===== config.mk =====
export PLATFORM = sky130hd
export DESIGN_NAME = frame_scanner
export DESIGN_NICKNAME = d
export VERILOG_FILES = /design/src/rtl/frame_scanner.sv
export SDC_FILE = /design/constraint.sdc
export NUM_CORES = 1
export LEC_CHECK = 0
export CAP_MARGIN = 40
export CORE_ASPECT_RATIO = 1.1
export CORE_UTILIZATION = 30
export DETAILED_ROUTE_END_ITERATION = 6
export GPL_TIMING_DRIVEN = 0
export SYNTH_ARGS = -nofsm -noshare
export SYNTH_HDL_FRONTEND = slang
export SYNTH_SLANG_ARGS = --single-unit

===== constraint.sdc =====
create_clock -name clk -period 7.8 [get_ports clk]
set_input_delay 1.17 -clock clk [delete_from_list [all_inputs] [get_ports clk]]
set_output_delay 1.17 -clock clk [all_outputs]
set_load 0.1 [all_outputs]

===== src/rtl/frame_scanner.sv =====
// frame_scanner: row-major raster walk driving the renderer coordinate,
// registering its colour into a valid/ready pixel stream with frame markers.
module frame_scanner #(
  parameter int SCREEN_WIDTH  = 400,
  parameter int SCREEN_HEIGHT = 700,
  parameter int COORD_W       = 32
) (
  input  logic               clk,
  input  logic               reset,
  input  logic               start,
  output logic [COORD_W-1:0] scan_x,
  output logic [COORD_W-1:0] scan_y,
  input  logic [23:0]        color_in,
  output logic               pix_valid,
  input  logic               pix_ready,
  output logic [23:0]        pix_color,
  output logic [COORD_W-1:0] pix_x,
  output logic [COORD_W-1:0] pix_y,
  output logic               pix_sof,
  output logic               pix_eol,
  output logic               pix_eof,
  output logic               busy,
  output logic               frame_done,
  output logic [15:0]        frame_count
);

  localparam logic [1:0] IDLE  = 2'd0;
  localparam logic [1:0] SCAN  = 2'd1;
  localparam logic [1:0] DRAIN = 2'd2;

  localparam logic [COORD_W-1:0] XMAX = COORD_W'(SCREEN_WIDTH - 1);
  localparam logic [COORD_W-1:0] YMAX = COORD_W'(SCREEN_HEIGHT - 1);
  localparam logic [COORD_W-1:0] ONE  = COORD_W'(1);

  logic [1:0] state;
  logic       advance;
  logic       x_last;
  logic       y_last;

  assign advance = !pix_valid || pix_ready;
  assign x_last  = (scan_x == XMAX);
  assign y_last  = (scan_y == YMAX);
  assign busy    = (state == SCAN) || (state == DRAIN);

  always_ff @(posedge clk or posedge reset) begin
    if (reset) begin
      state       <= IDLE;
      scan_x      <= '0;
      scan_y      <= '0;
      pix_valid   <= 1'b0;
      pix_color   <= '0;
      pix_x       <= '0;
      pix_y       <= '0;
      pix_sof     <= 1'b0;
      pix_eol     <= 1'b0;
      pix_eof     <= 1'b0;
      frame_done  <= 1'b0;
      frame_count <= '0;
    end else begin
      frame_done <= 1'b0;
      case (state)
        IDLE: begin
          if (pix_ready) pix_valid <= 1'b0;
          if (start) begin
            state  <= SCAN;
            scan_x <= '0;
            scan_y <= '0;
          end
        end
        SCAN: begin
          if (advance) begin
            pix_valid <= 1'b1;
            pix_color <= color_in;
            pix_x     <= scan_x;
            pix_y     <= scan_y;
            pix_sof   <= (scan_x == '0) && (scan_y == '0);
            pix_eol   <= x_last;
            pix_eof   <= x_last && y_last;
            // last pixel loaded: park the coordinate at origin for next frame
            if (x_last && y_last) begin
              scan_x <= '0;
              scan_y <= '0;
              state  <= DRAIN;
            end else if (x_last) begin
              scan_x <= '0;
              scan_y <= scan_y + ONE;
            end else begin
              scan_x <= scan_x + ONE;
            end
          end
        end
        DRAIN: begin
          if (pix_ready) begin
            pix_valid   <= 1'b0;
            frame_done  <= 1'b1;
            frame_count <= frame_count + 16'd1;
            state       <= IDLE;
          end
        end
        default: state <= IDLE;
      endcase
    end
  end

endmodule


# Word-level counts from Yosys, hierarchy flattened
# Index checks and enable logic that the tools add are counted.
# totals
elab_cells	61
mem_bits_ro	0
n_memories	0
output_inout_bits	174
regBits	175
ramBits	0
input_bits	28
latchBits	0
# op_classes
n_reduce_logical	17
eq_ne	10
magnitude_cmp	0
mul	0
bitwise	0
n_addsub	3
n_mux	19
div_mod_pow	0
shift	0
# ops
cell	count
2-to-1 mux 32 bit	7
one-hot mux 32 bit (2 select lines)	2
adder 32 x 1 -> 32 bit (second input constant)	2
zero test 32 bit	2
equality test 32 x 10 -> 1 bit (second input constant)	1
equality test 32 x 9 -> 1 bit (second input constant)	1
adder 16 x 1 -> 16 bit (second input constant)	1
2-to-1 mux 2 bit	4
AND reduction 4 bit	2
!= test 2 bit (second input constant)	3
one-hot mux 2 bit (3 select lines)	1
AND reduction 3 bit	2
2-to-1 mux 1 bit	4
!= test 2 x 1 -> 1 bit (second input constant)	2
AND reduction 2 bit	2
nonzero test 2 bit	2
!= test 3 x 2 -> 1 bit (second input constant)	1
equality test 2 x 1 -> 1 bit (second input constant)	1
equality test 2 bit (second input constant)	1
logical AND 1 bit	2
zero test 2 bit	1
logical OR 1 bit	2
one-hot mux 1 bit (2 select lines)	1
OR reduction 2 bit	1
zero test 1 bit	1

# Longest topological paths before layout
# Gate-level depths: netlist of the first run.
# depth
depth_word	5
mapped_depth	9
mapped_depth_nobuf	7

# Worst setup path before layout of the first run
# Ideal clock, no wire load.
# synth_timing
kind	register -> register
startpoint	register scan_x[7]
endpoint	register scan_x[30]
setup_ns	0.077
arrival_time_ns	2.948
path_buffers	1
synth_period_minus_slack_ns	3.025
path_stages_with_launch	7
path_slack_ns	4.775
cell_sequence	dfrtp_1 -> buf_2 -> nand4_2 -> or3_4 -> or4_4 -> or4_1 -> a21oi_1
# synth_via
elab_chain_cells	5
elab_cells_between_ends	7
cone_classes	add/sub: 1; eq/ne: 1; mux: 4; reduce/logical: 1
# synth_rtl
element	line_no	text
start: declaration	11	output logic [COORD_W-1:0] scan_x,
start signal: assignment	88	scan_x <= scan_x + ONE;
adder 32 x 1 -> 32 bit or equality test 32 x 9 -> 1 bit (tied branches)	88, 41	
2-to-1 mux 32 bit or logical AND 1 bit (tied branches)	84, 80	
2-to-1 mux 32 bit (*)	80	if (x_last && y_last) begin
2-to-1 mux 32 bit (*)	71	if (advance) begin
one-hot mux 32 bit (2 select lines) (*)	61	case (state)
# Mark *: on every way between the ends. The rest lies on a longest branch, timed or not. The select of a mux whose other input is x is not followed.
# A chain may end at the register's enable or synchronous reset.

# Final worst setup path of the first run
# layout_timing
startpoint	input port pix_ready
endpoint	register pix_y[16]
# layout_via
elab_chain_cells	2
# layout_rtl
element	line_no	text
start: declaration	15	input logic pix_ready,
logical OR 1 bit	40	assign advance = !pix_valid || pix_ready;
AND reduction 2 bit (no line)	-	
end signal: assignment	75	pix_y <= scan_y;
end: declaration	18	output logic [COORD_W-1:0] pix_y,
# No other way between the ends.

==> flow_summary.json, run 1 <==
{
  "synth-simple-area-share_pct": 19.44,
  "yosys_warnings": 0,
  "dp_hpwl_um": 22130,
  "clk-insertion-delay-late_ps": 440,
  "hold_buffers": 0,
  "netlist_top_cells_area": "dfrtp_1 (52%), mux2_2 (10%), nand3_1 (3.5%)",
  "status": "finished clean",
  "grtUsageTotal_pct": 20.95,
  "grt_pass1_wl_um": 46530,
  "cp_top_family": "buffers and inverters",
  "fin_tns_setup_ps": 0,
  "start_util_pct": 30.41,
  "yosysMostFrequentCell": "dfrtp_1",
  "worst_pin_slew_ps": 902.3,
  "cts_max_level": 4,
  "ys_ff_latch": 175,
  "via_count": 8162,
  "hold_class": "reg -> reg",
  "rsz0062_at_grt": "false",
  "synthMuxAreaShare_pct": 10.63,
  "end_kind": "flop",
  "worst_ep_arrival_time_ps": 4030,
  "crit_type": "in -> reg",
  "routed_wl_um": 29800,
  "start_kind": "primary input",
  "syn_avg_cell_area_sq_um": 10.66,
  "setup.worst_path.start": "pix_ready",
  "cts_tree": "done",
  "first_pass_iters": 5,
  "die_area_sq_mm": 0.02884,
  "core_area_sq_mm": 0.02779,
  "p_leak_uw": 0.006155,
  "cts-root-buf": "clkbuf_16",
  "p_per_area_mw_per_mm2": 424.8,
  "clk_path_buf_depth": 2,
  "synth_area_sq_mm": 0.008451,
  "yosys.area_share.adder_pct": 1.184,
  "min_from": "pix_x[0]",
  "area_delta_synth_final_pct": 73.68,
  "required_ps": 8120,
  "synthFlopType": "dfrtp_1",
  "finalHoldViolCount": 0,
  "seq_area_frac_synth_pct": 51.82,
  "maxCapViolCount": 0,
  "synth_edf_count": 0,
  "fmax_mhz": 269.1,
  "io_buffer_count": 201,
  "place_congestion": 0.9079,
  "drc": 0,
  "cp_slowest_stage_delay_ps": 720,
  "synth_xor_area_share_pct": 3.317,
  "cts_resized": 0,
  "path_max_fanout": 10,
  "ant_nets": 0,
  "post_drt_via_cell_ratio": 5.212,
  "finalCritPeriodShare_pct": 47.65,
  "cp_cell_sequence": "clkdlybuf4s50_1, nand2b_1, nand2_1, clkbuf_1, clkbuf_1, mux2_2",
  "grt_max_degree": 115,
  "synth_cells": 793,
  "synth-compound-area-share_pct": 10.28,
  "antenna_cells": 0,
  "synth_cell_types": 52,
  "num_rows": 64,
  "chipHeight_um": 178.0,
  "finalInstanceArea_sq_mm": 0.01468,
  "finalMaxSlewViolations": 0,
  "worstPathBufferInverterCount": 3,
  "synth_common_cells": "dfrtp_1 (175), mux2_2 (78), nand3_1 (59)",
  "final_nets": 1226,
  "grt.overflow.total": 0,
  "setup_viol": 0,
  "hold_ws_ps": 484.4,
  "drive_gt1_share_pct": 26.10,
  "r2r-start": "state[0]",
  "cts_buffers": 17,
  "power.total_uw": 6235,
  "cts.sinks": 175,
  "wl_per_cell_um": 19.03,
  "clk_pin_slew_ps": 80,
  "antenna_found_initial": 0,
  "ios": 202,
  "fin_worst_skew_ps": 15.93,
  "peakVddDrop_v": 0.0003893,
  "fin_crit_ps": 3716,
  "yosys.area.top_type": "dfrtp_1",
  "place_area_sq_mm": 0.01408,
  "cp_slowest_cell": "clkbuf_1",
  "dr.first_iter.drc_count": 601,
  "relSlewSlack_pct": 39.85,
  "synth_top_area_share_pct": 51.82,
  "cpMostUsedCell": "clkbuf_1",
  "synth_top_family_by_area": "simple AND/OR/NAND/NOR gates",
  "cts_setup_buffers": 0,
  "async_reset_ff_share_pct": 100.0,
  "synth_nets": 829,
  "grt_pass1_vias": 8137,
  "chipWidth_um": 162.0
}
worst paths after layout:
check / end / slack (ps) / depth (start not counted)
worst max-delay path: pix_y[16] / 4080 / 6
worst min-delay path: pix_x[0] / 480 / 2
worst max register to register: pix_y[16] / 4680 / 6
worst min register to register: pix_x[0] / 480 / 2
max in group asynchronous: scan_x[2] / 5660 / 3
min in group asynchronous: pix_y[10] / 1310 / 2
power breakdown:
part	internal, uW	switching, uW
Combinational	1460	2540
Sequential	1130	224
Clock	457	418
logic make-up (layout without fill, tap and decap cells):
group / Yosys count / count (layout)
DFF: 175 / 175
muxes: 80 / 80
buffers and inverters: 70 / 480
AOI/OAI and AO/OA: 133 / 133
xor gates and xnor gates: 32 / 32
adders and majority gates: 8 / 8
and+or+nand+nor: 295 / 295
metal layers:
metal  vias up  part of all wire, %  GRT usage [%]
met5         -                    0              0
met4         0                  2.2          6.918
met3        42                  6.1          3.906
met2       349                   50          35.46
met1      4023                   41          26.85
li1       3748                    -              -
stage by stage:
stage,utilization (%),instances,worst slack (ps)
6_report,52.82,1566,4084
4_1_cts,52.80,1565,4059
3_5_place_dp,50.68,1533,3600
2_1_floorplan,-,793,1885
3_3_place_gp,39.29,1357,-826.6
5_1_grt,52.82,1566,3993
state kept, by name, summed over array words and instances (netlist names):
name         cells
pix_x           32
frame_done       1
scan_y          32
pix_eof          1
pix_y           32
pix_valid        1
pix_color       24
scan_x          32
state            2
pix_sof          1
frame_count     16
pix_eol          1
tightest hold or removal path, stage by stage, from the launching register on:
cell	delay (ps)
dfrtp_1	350
nand2_1	40
o21ai_0	60
cell usage in the layout (no fill, tap or decap), types with 4 or more instances in the layout:
cell type,netlist,final
clkdlybuf4s50_1,0,201
dfrtp_1,175,175
buf_8,0,133
mux2_2,78,78
nand3_1,59,59
o21ai_0,52,52
nand2_1,51,51
clkbuf_1,43,43
buf_16,0,42
nor2_1,40,40
nand4_1,30,30
nor4_1,28,28
o211ai_1,24,24
o2111ai_1,23,23
xnor2_1,19,19
clkbuf_16,0,17
inv_1,17,16
xor2_1,13,13
nor3_1,12,12
a21oi_1,12,12
and3_1,11,11
or2_2,9,9
a31oi_1,9,9
nand4b_1,9,9
and4_1,8,8
ha_1,8,8
buf_2,6,7
nand2b_1,6,6
inv_8,0,6
nand4bb_1,5,5
or4_1,5,5
nor2b_1,4,4
clkinv_4,0,4
inv_6,0,4
final cells by class:
| class | count | area, sq um |
|---|---|---|
| flip-flops and latches | 175 | 4379 |
| clock buffers | 17 | 425.4 |
| inverters | 17 | 71.32 |
| repair buffers | 378 | 5175 |
| clock inverters | 15 | 163.9 |
| well taps | 363 | 454.2 |
| multi-input cells | 548 | 3790 |
| fillers | 2347 | 13110 |
| plain buffers | 53 | 217.7 |
Note: power is estimated with default switching activity, not from simulation.
==> run 2: changes to the inputs <==
==> constraint.sdc (replaced) <==
create_clock -name clk -period 3.78 [get_ports clk]
set_input_delay 0.567 -clock clk [delete_from_list [all_inputs] [get_ports clk]]
set_output_delay 0.567 -clock clk [all_outputs]
set_load 0.1 [all_outputs]
==> run 2 against run 1 <==
Effect of this change:
- global-route usage rose by 0.24 points
- sequential cell count did not move
- largest power group unchanged
- clock power rose by 120%
==> flow_summary.json, run 2 (same netlist as run 1, synthesis figures left out) <==
{
  "status": "finished clean",
  "chipWidth_um": 162.0,
  "first_pass_iters": 5,
  "via_count": 8196,
  "start_util_pct": 30.41,
  "clk-insertion-delay-late_ps": 440,
  "antenna_found_initial": 0,
  "io_buffer_count": 201,
  "fmax_mhz": 323.2,
  "peakVddDrop_v": 0.0008854,
  "nFillCells": 2320,
  "p_per_area_mw_per_mm2": 878.8,
  "final_cells": 1570,
  "hold_buffers": 0,
  "cts_tree": "done",
  "grt_pass1_wl_um": 47030,
  "finalHoldViolCount": 0,
  "chipHeight_um": 178.0,
  "r2r_end": "scan_y[9]",
  "relSlewSlack_pct": 41.20,
  "grt_pass1_vias": 8338,
  "end_kind": "flop",
  "rsz0062_at_grt": "false",
  "dp_hpwl_um": 22530,
  "antenna_cells": 0,
  "finalCritPeriodShare_pct": 81.87,
  "power_frac_comb_pct": 63.5,
  "grt.overflow.total": 0,
  "grtUsageTotal_pct": 21.19,
  "wl_per_cell_um": 19.14,
  "maxCapViolCount": 0,
  "r2r-start": "scan_y[8]",
  "whs_path_depth": 1,
  "crit_type": "reg -> reg",
  "cp_top_family": "simple AND/OR/NAND/NOR gates",
  "cts_max_level": 4,
  "ios": 202,
  "clk_pin_slew_ps": 70,
  "area_delta_synth_final_pct": 75.73,
  "cts_buffers": 17,
  "routed_wl_um": 30050,
  "cpMostUsedCell": "clkbuf_1",
  "num_rows": 64,
  "swShare_pct": 50.04,
  "worstPathBufferInverterCount": 4,
  "path_max_fanout": 10,
  "fin_worst_skew_ps": 10.55,
  "cp_slowest_stage_delay_ps": 550,
  "cts_setup_buffers": 0,
  "cts.sinks": 175,
  "finalMaxSlewViolations": 0,
  "setup_viol": 0,
  "power.total_uw": 13050,
  "drive_gt1_share_pct": 26.35,
  "final_common_cell": "clkdlybuf4s50_1",
  "post_drt_via_cell_ratio": 5.220,
  "ff2ff_setup_slack_ps": 690,
  "cts_resized": 0,
  "reg2regPathDepth": 9,
  "p_sw_uw": 6531,
  "die_area_sq_mm": 0.02884,
  "final_nets": 1230,
  "p_leak_uw": 0.006228,
  "clk_path_buf_depth": 2,
  "cp_slowest_cell": "or4_1",
  "worstHoldEndpoint": "frame_count[15]",
  "hold_class": "reg -> reg",
  "min_from": "frame_count[15]",
  "required_ps": 4070,
  "placed_cells": 1538,
  "cp_num_cells": 9,
  "cts-root-buf": "clkbuf_16",
  "worst_ep_arrival_time_ps": 3390,
  "place_congestion": 0.9148,
  "start_kind": "flop",
  "dr.first_iter.drc_count": 516,
  "ant_nets": 0,
  "grt_max_degree": 35,
  "worst_pin_slew_ps": 875.2,
  "fin_crit_ps": 3095,
  "mostFrequentLayoutCells": "clkdlybuf4s50_1 (201), dfrtp_1 (175), buf_8 (130)",
  "cp_cell_sequence": "clkbuf_1, nor4_1, nand4_1, or4_1, clkbuf_1, buf_2, clkbuf_1, nand3_1, nand3_1",
  "core_area_sq_mm": 0.02779,
  "internal_power_uw": 6519,
  "clkPwrFrac_pct": 15.0,
  "pwr-share-seq_pct": 21.5,
  "drc": 0
}
==> run 2: cell count changes in the layout (fill, tap and decap cells not counted), sizes merged <==
cell,delta
buf,+5
inv,-4
bufinv,+3
clkinv,-1
clkinvlp,+1
==> run 2: worst max-delay path by stage <==
stage                     slack (ps)      endpoint       from
after floorplan                  750    scan_x[30]  scan_x[7]
after global placement          -660  pix_color[1]      reset
after detailed placement         350     pix_x[17]  pix_ready
after CTS                        740    scan_y[21]  scan_y[8]
after global routing             550    scan_y[21]  scan_y[8]
final                            690     scan_y[9]  scan_y[8]
==> run 2: per-stage QoR <==
step	hold WS (ps)	util, %	setup TNS, ps	worst slack, ps	instance area [sq um]
after floorplan	562.0	-	0	754.6	8454
after global placement	461.4	39.30	-114300	-664.4	10920
after detailed placement	465.1	51.13	0	349.2	14210
after CTS	474.7	53.44	0	739.2	14850
after global routing	497.6	53.44	0	551.6	14850
final	470.5	53.44	0	685.5	14850
==> run 2: cell type report <==
class | instances | area, sq um | area share, %
buffer | 53 | 217.7 | 1.466
clock buffer | 18 | 439.2 | 2.957
clock inverter | 14 | 203.9 | 1.373
inverter | 17 | 67.56 | 0.4550
multi-input combinational | 548 | 3790 | 25.52
sequential | 175 | 4379 | 29.49
tap | 363 | 454.2 | 3.058
timing repair buffer | 382 | 5299 | 35.68
==> run 2: routing by layer <==
metal  track usage (%)  share of wire [%]  up-vias
li1                  -                  -     3758
met2             37.63                 52      326
met3             3.464                5.7       42
met1             26.23                 41     4070
met5                 0                  0        -
met4             6.447                1.8        0
==> run 2: power groups by stage <==
| stage | Sequential [uW] | Clock, uW | Combinational, uW |
|---|---|---|---|
| 2_1_floorplan | 6060 | 0 | 1430 |
| 3_3_place_gp | 2820 | 0 | 6340 |
| 3_5_place_dp | 2840 | 0 | 8330 |
| 4_1_cts | 2810 | 2010 | 8340 |
| 5_1_grt | 2880 | 2070 | 8590 |
| 6_report | 2810 | 1960 | 8290 |
==> run 3: changes to the inputs <==
==> constraint.sdc (replaced) <==
create_clock -name clk -period 2.7 [get_ports clk]
set_input_delay 0.405 -clock clk [delete_from_list [all_inputs] [get_ports clk]]
set_output_delay 0.405 -clock clk [all_outputs]
set_load 0.1 [all_outputs]
==> run 3 against run 2 <==
Effect of this change:
- sequential power rose by 42%
- clock-buffer cell count rose by 2
- via count barely moved
- global-route usage fell by 0.12 points
- power rose by 40%
- sequential cell count did not move
- combinational power rose by 42%
- first-iteration DRC count rose by 35%
- wire length fell by 1.0%
- critical path type unchanged
==> flow_summary.json, run 3 (same netlist as run 1, synthesis figures left out) <==
{
  "final_nets": 1228,
  "cts-root-buf": "clkbuf_16",
  "hold_buffers": 0,
  "p_sw_uw": 9154,
  "p_per_area_mw_per_mm2": 1225,
  "grt.overflow.total": 0,
  "cp_slowest_stage_delay_ps": 550,
  "maxCapViolCount": 0,
  "routed_wl_um": 29750,
  "required_ps": 3020,
  "first_pass_iters": 6,
  "reg2regPathDepth": 6,
  "chipWidth_um": 162.0,
  "clkPwrFrac_pct": 13.6,
  "swShare_pct": 50.14,
  "cpMostUsedCell": "nand4_1",
  "clk_pin_slew_ps": 70,
  "grt_pass1_wl_um": 46700,
  "cp_slowest_cell": "nor4_2",
  "crit_type": "reg -> reg",
  "peakVddDrop_v": 0.001077,
  "clk-insertion-delay-late_ps": 430,
  "cts.sinks": 175,
  "fin_worst_skew_ps": 14.08,
  "chipHeight_um": 178.0,
  "dr.first_iter.drc_count": 695,
  "p_leak_uw": 0.006207,
  "utilization_pct": 53.65,
  "drc": 0,
  "setup_viol": 0,
  "power.total_uw": 18260,
  "cp_top_family": "simple AND/OR/NAND/NOR gates",
  "cts_buffers": 17,
  "internal_power_uw": 9101,
  "start_kind": "flop",
  "rsz0062_at_grt": "true",
  "power_frac_comb_pct": 64.5,
  "area_delta_synth_final_pct": 76.40,
  "mostFrequentLayoutCells": "clkdlybuf4s50_1 (201), dfrtp_1 (150), buf_8 (128)",
  "cp_cell_sequence": "nor4_1, nand4_1, nor4_2, clkbuf_2, nand4_1, o211ai_1",
  "finalHoldViolCount": 0,
  "place_congestion": 0.9166,
  "pwr-share-seq_pct": 21.9,
  "grt_max_degree": 37,
  "post_drt_via_cell_ratio": 5.225,
  "antenna_cells": 0,
  "drive_gt1_share_pct": 30.21,
  "worst_pin_slew_ps": 818.8,
  "ios": 202,
  "finalCritPeriodShare_pct": 96.70,
  "grt_pass1_vias": 8298,
  "hold_ws_ps": 274.3,
  "cts_tree": "done",
  "cp_num_cells": 6,
  "fin_crit_ps": 2611,
  "wl_per_cell_um": 18.97,
  "num_rows": 64,
  "finalMaxSlewViolations": 0,
  "cts_max_level": 4,
  "hold_class": "in -> async",
  "antenna_found_initial": 0,
  "start_util_pct": 30.41,
  "via_count": 8193,
  "status": "finished clean",
  "end_kind": "flop",
  "fmax_mhz": 383.0,
  "grtUsageTotal_pct": 21.07,
  "worst_ep_arrival_time_ps": 2930,
  "relSlewSlack_pct": 44.91,
  "core_area_sq_mm": 0.02779,
  "ant_nets": 0,
  "io_buffer_count": 201,
  "die_area_sq_mm": 0.02884,
  "final_common_cell": "clkdlybuf4s50_1",
  "worstPathBufferInverterCount": 1,
  "clk_path_buf_depth": 2,
  "dp_hpwl_um": 22410,
  "path_max_fanout": 10
}
run 3: cell types whose count changed in the layout (fill, tap and decap cells not counted), moves of 4 or more:
cell      previous run  this run
buf_4                3         8
dfrtp_1            175       150
nor4_1              28        24
clkbuf_1            43        29
nor4_2               0         4
clkbuf_2             0        11
dfrtp_2              0        25
run 3: layout make-up:
cell class	instances	area [sq um]
buffer	48	217.7
clock buffer	20	446.7
clock inverter	12	133.9
fill	2346	12880
inverter	17	67.56
multi-input combinational	548	3837
sequential	175	4410
tap	363	454.2
timing repair buffer	385	5339
run 3: metal layers:
layer	vias up	wire, um	track usage, %
li1	3749	-	-
met4	0	533	6.171
met2	361	15230	36.46
met5	-	0	0
met1	4038	12190	26.69
met3	45	1786	3.860
run 3: power groups by stage:
stage                     combinational, uW  clock, uW  sequential, uW
after CTS                             11900       2560            3930
after detailed placement              11800          0            3980
after global routing                  12200       2660            4100
after floorplan                        2000          0            8500
final                                 11800       2490            3990
after global placement                 8890          0            3950
run 3: repair_timing:
action | 4_1_cts | 5_1_grt
gates cloned | 0 | 0
gates resized for setup | 14 | 12
pin swaps | 1 | 3
setup endpoints to repair | 75 | 82
setup buffers | 1 | 2
run 3: path summary, 6_finish.rpt:
path	from	to	slack [ps]
max reg2reg	scan_x[12]	scan_y[22]	90
min in group clk	pix_x[1]	pix_x[1]	480
min reg2reg	pix_x[1]	pix_x[1]	480
min	reset	frame_count[10]	270
max	scan_x[12]	scan_y[22]	90
max in group asynchronous	reset	scan_x[14]	1670
run 3: stage by stage:
stage	worst slack (ps)	instances	TNS (ps)	cell area [sq um]
final	89.07	1568	0	14910
after global routing	-29.51	1568	-108.2	14910
after CTS	3.343	1569	0	14880
after detailed placement	-557.8	1538	-29150	14260
after global placement	-1923	1357	-334450	10950
after floorplan	-133.4	793	-3201	8487
==> variant (settings of run 3) <==
The parameter `COORD_W` goes from 32 to 40.
--- a/src/rtl/frame_scanner.sv
+++ b/src/rtl/frame_scanner.sv
@@ -4,5 +4,5 @@
   parameter int SCREEN_WIDTH  = 400,
   parameter int SCREEN_HEIGHT = 700,
-  parameter int COORD_W       = 32
+  parameter int COORD_W       = 40
 ) (
   input  logic               clk,
Ports: changed (resized pix_x, pix_y, scan_x and scan_y); port bits go from 202 to 234. No check against the original RTL was run, so the function may have changed too.
==> variant against run 3 <==
Setup slack worse by 14 ps. Non-clock buffer count up 88. Routed wire length grew 14%. Clock skew down 1.5 ps. Synthesized area increased by 12%. Synthesized cell count up 17%. Sequential cell count up 32. Design area rose by 17%. Count of clock-buffer cells in the layout increased by 17. Fmax down 0.52%. Die area increased by 12%. Total power fell by 14%. Final cell count is 19% higher.
==> variant: results (changes against run 3) <==
## Run status
• status: complete, no violations

## Placement
• worst slack after detailed placement: -853 ps, -296 ps
• count of input and output buffers: 233, +16%
• final weighted congestion of routability-driven global placement: 0.807, -12%
• total cell area at the placement stage: 16200 sq um, +14%

## Clock tree
• post-cts sizing count: 39, +25
• number of clock buffers inserted by TritonCTS: 25, +8
• number of setup buffers added after CTS: 19, +18
• clock latency on the worst-skew pair: 520 ps, +90 ps
• maximum level of the CTS H-tree: 1, -3
• maximum clock insertion buffer count: 3, +1

## Die
• CORE AREA: 31300 sq um, +13%

## Detailed routing
• via-per-instance ratio: 4.87, -6.9%
• first-pass iteration count of the detailed router: 5, -1
• per-cell routed wire length: 18.3 um, -3.8%

## Layout
• count of inverters other than clock inverters in the layout: 26, +9
• NonClk Buf Share: 38.2%, +0.89 points
• number of fill cells: 2584, +10%

## Yosys
• area share of xor/xnor cells in the synthesized design: 3.59%, +0.28 points
• FF+latch count, synth: 207, +18%

## Global routing
• first-pass GRT wire length: 54.0 mm, +16%

## STA
• Worst Hold Slack: 261 ps, -13.4 ps

## Critical path
• Reg2Reg Capture Point: scan_y[12]

## Power and ir drop
• overall power after layout: 0.0157 W, -14%
• switching power summed over all nets: 0.00727 W, -21%
• power per unit of standard cell area: 901 nW/um^2, -26%

[variant: cell types whose count changed in the layout (fill, tap and decap cells not counted), moves of 14 or more]
cell	delta
sky130_fd_sc_hd__nand3_1	+21
sky130_fd_sc_hd__o2111ai_1	-23
sky130_fd_sc_hd__or3_1	+19
sky130_fd_sc_hd__o211ai_1	-23
sky130_fd_sc_hd__buf_4	+26
sky130_fd_sc_hd__nor4_1	-14
sky130_fd_sc_hd__clkdlybuf4s50_1	+32
sky130_fd_sc_hd__dfrtp_1	+36
sky130_fd_sc_hd__nand2_1	+102
sky130_fd_sc_hd__buf_8	+34
[variant: worst max path at each step]
| stage | from | slack (ps) | endpoint | cells past startpoint |
|---|---|---|---|---|
| floorplan | scan_x[3] | -450 | scan_y[17] | 10 |
| global placement | reset | -2280 | pix_y[31] | 2 |
| detailed placement | scan_x[9] | -850 | scan_y[3] | 8 |
| CTS | scan_x[38] | 20 | scan_y[35] | 9 |
| global route | scan_x[31] | -40 | scan_x[29] | 11 |
| finish | scan_x[31] | 80 | scan_y[12] | 9 |
[variant: worst max-delay path, stage by stage (launching register included)]
cell	delay, ps
sky130_fd_sc_hd__dfrtp_1	390
sky130_fd_sc_hd__buf_6	140
sky130_fd_sc_hd__nor4_4	330
sky130_fd_sc_hd__nand4_1	180
sky130_fd_sc_hd__or4_4	480
sky130_fd_sc_hd__or3_1	340
sky130_fd_sc_hd__buf_6	140
sky130_fd_sc_hd__buf_4	130
sky130_fd_sc_hd__or3_1	330
sky130_fd_sc_hd__o21ai_0	80
[variant: per-layer routing]
| layer | share of wire (%) | GRT usage [%] |
|---|---|---|
| met1 | 40 | 26.0 |
| met2 | 52 | 38.0 |
| met3 | 5.6 | 3.42 |
| met4 | 2.7 | 6.54 |
| met5 | 0 | 0 |
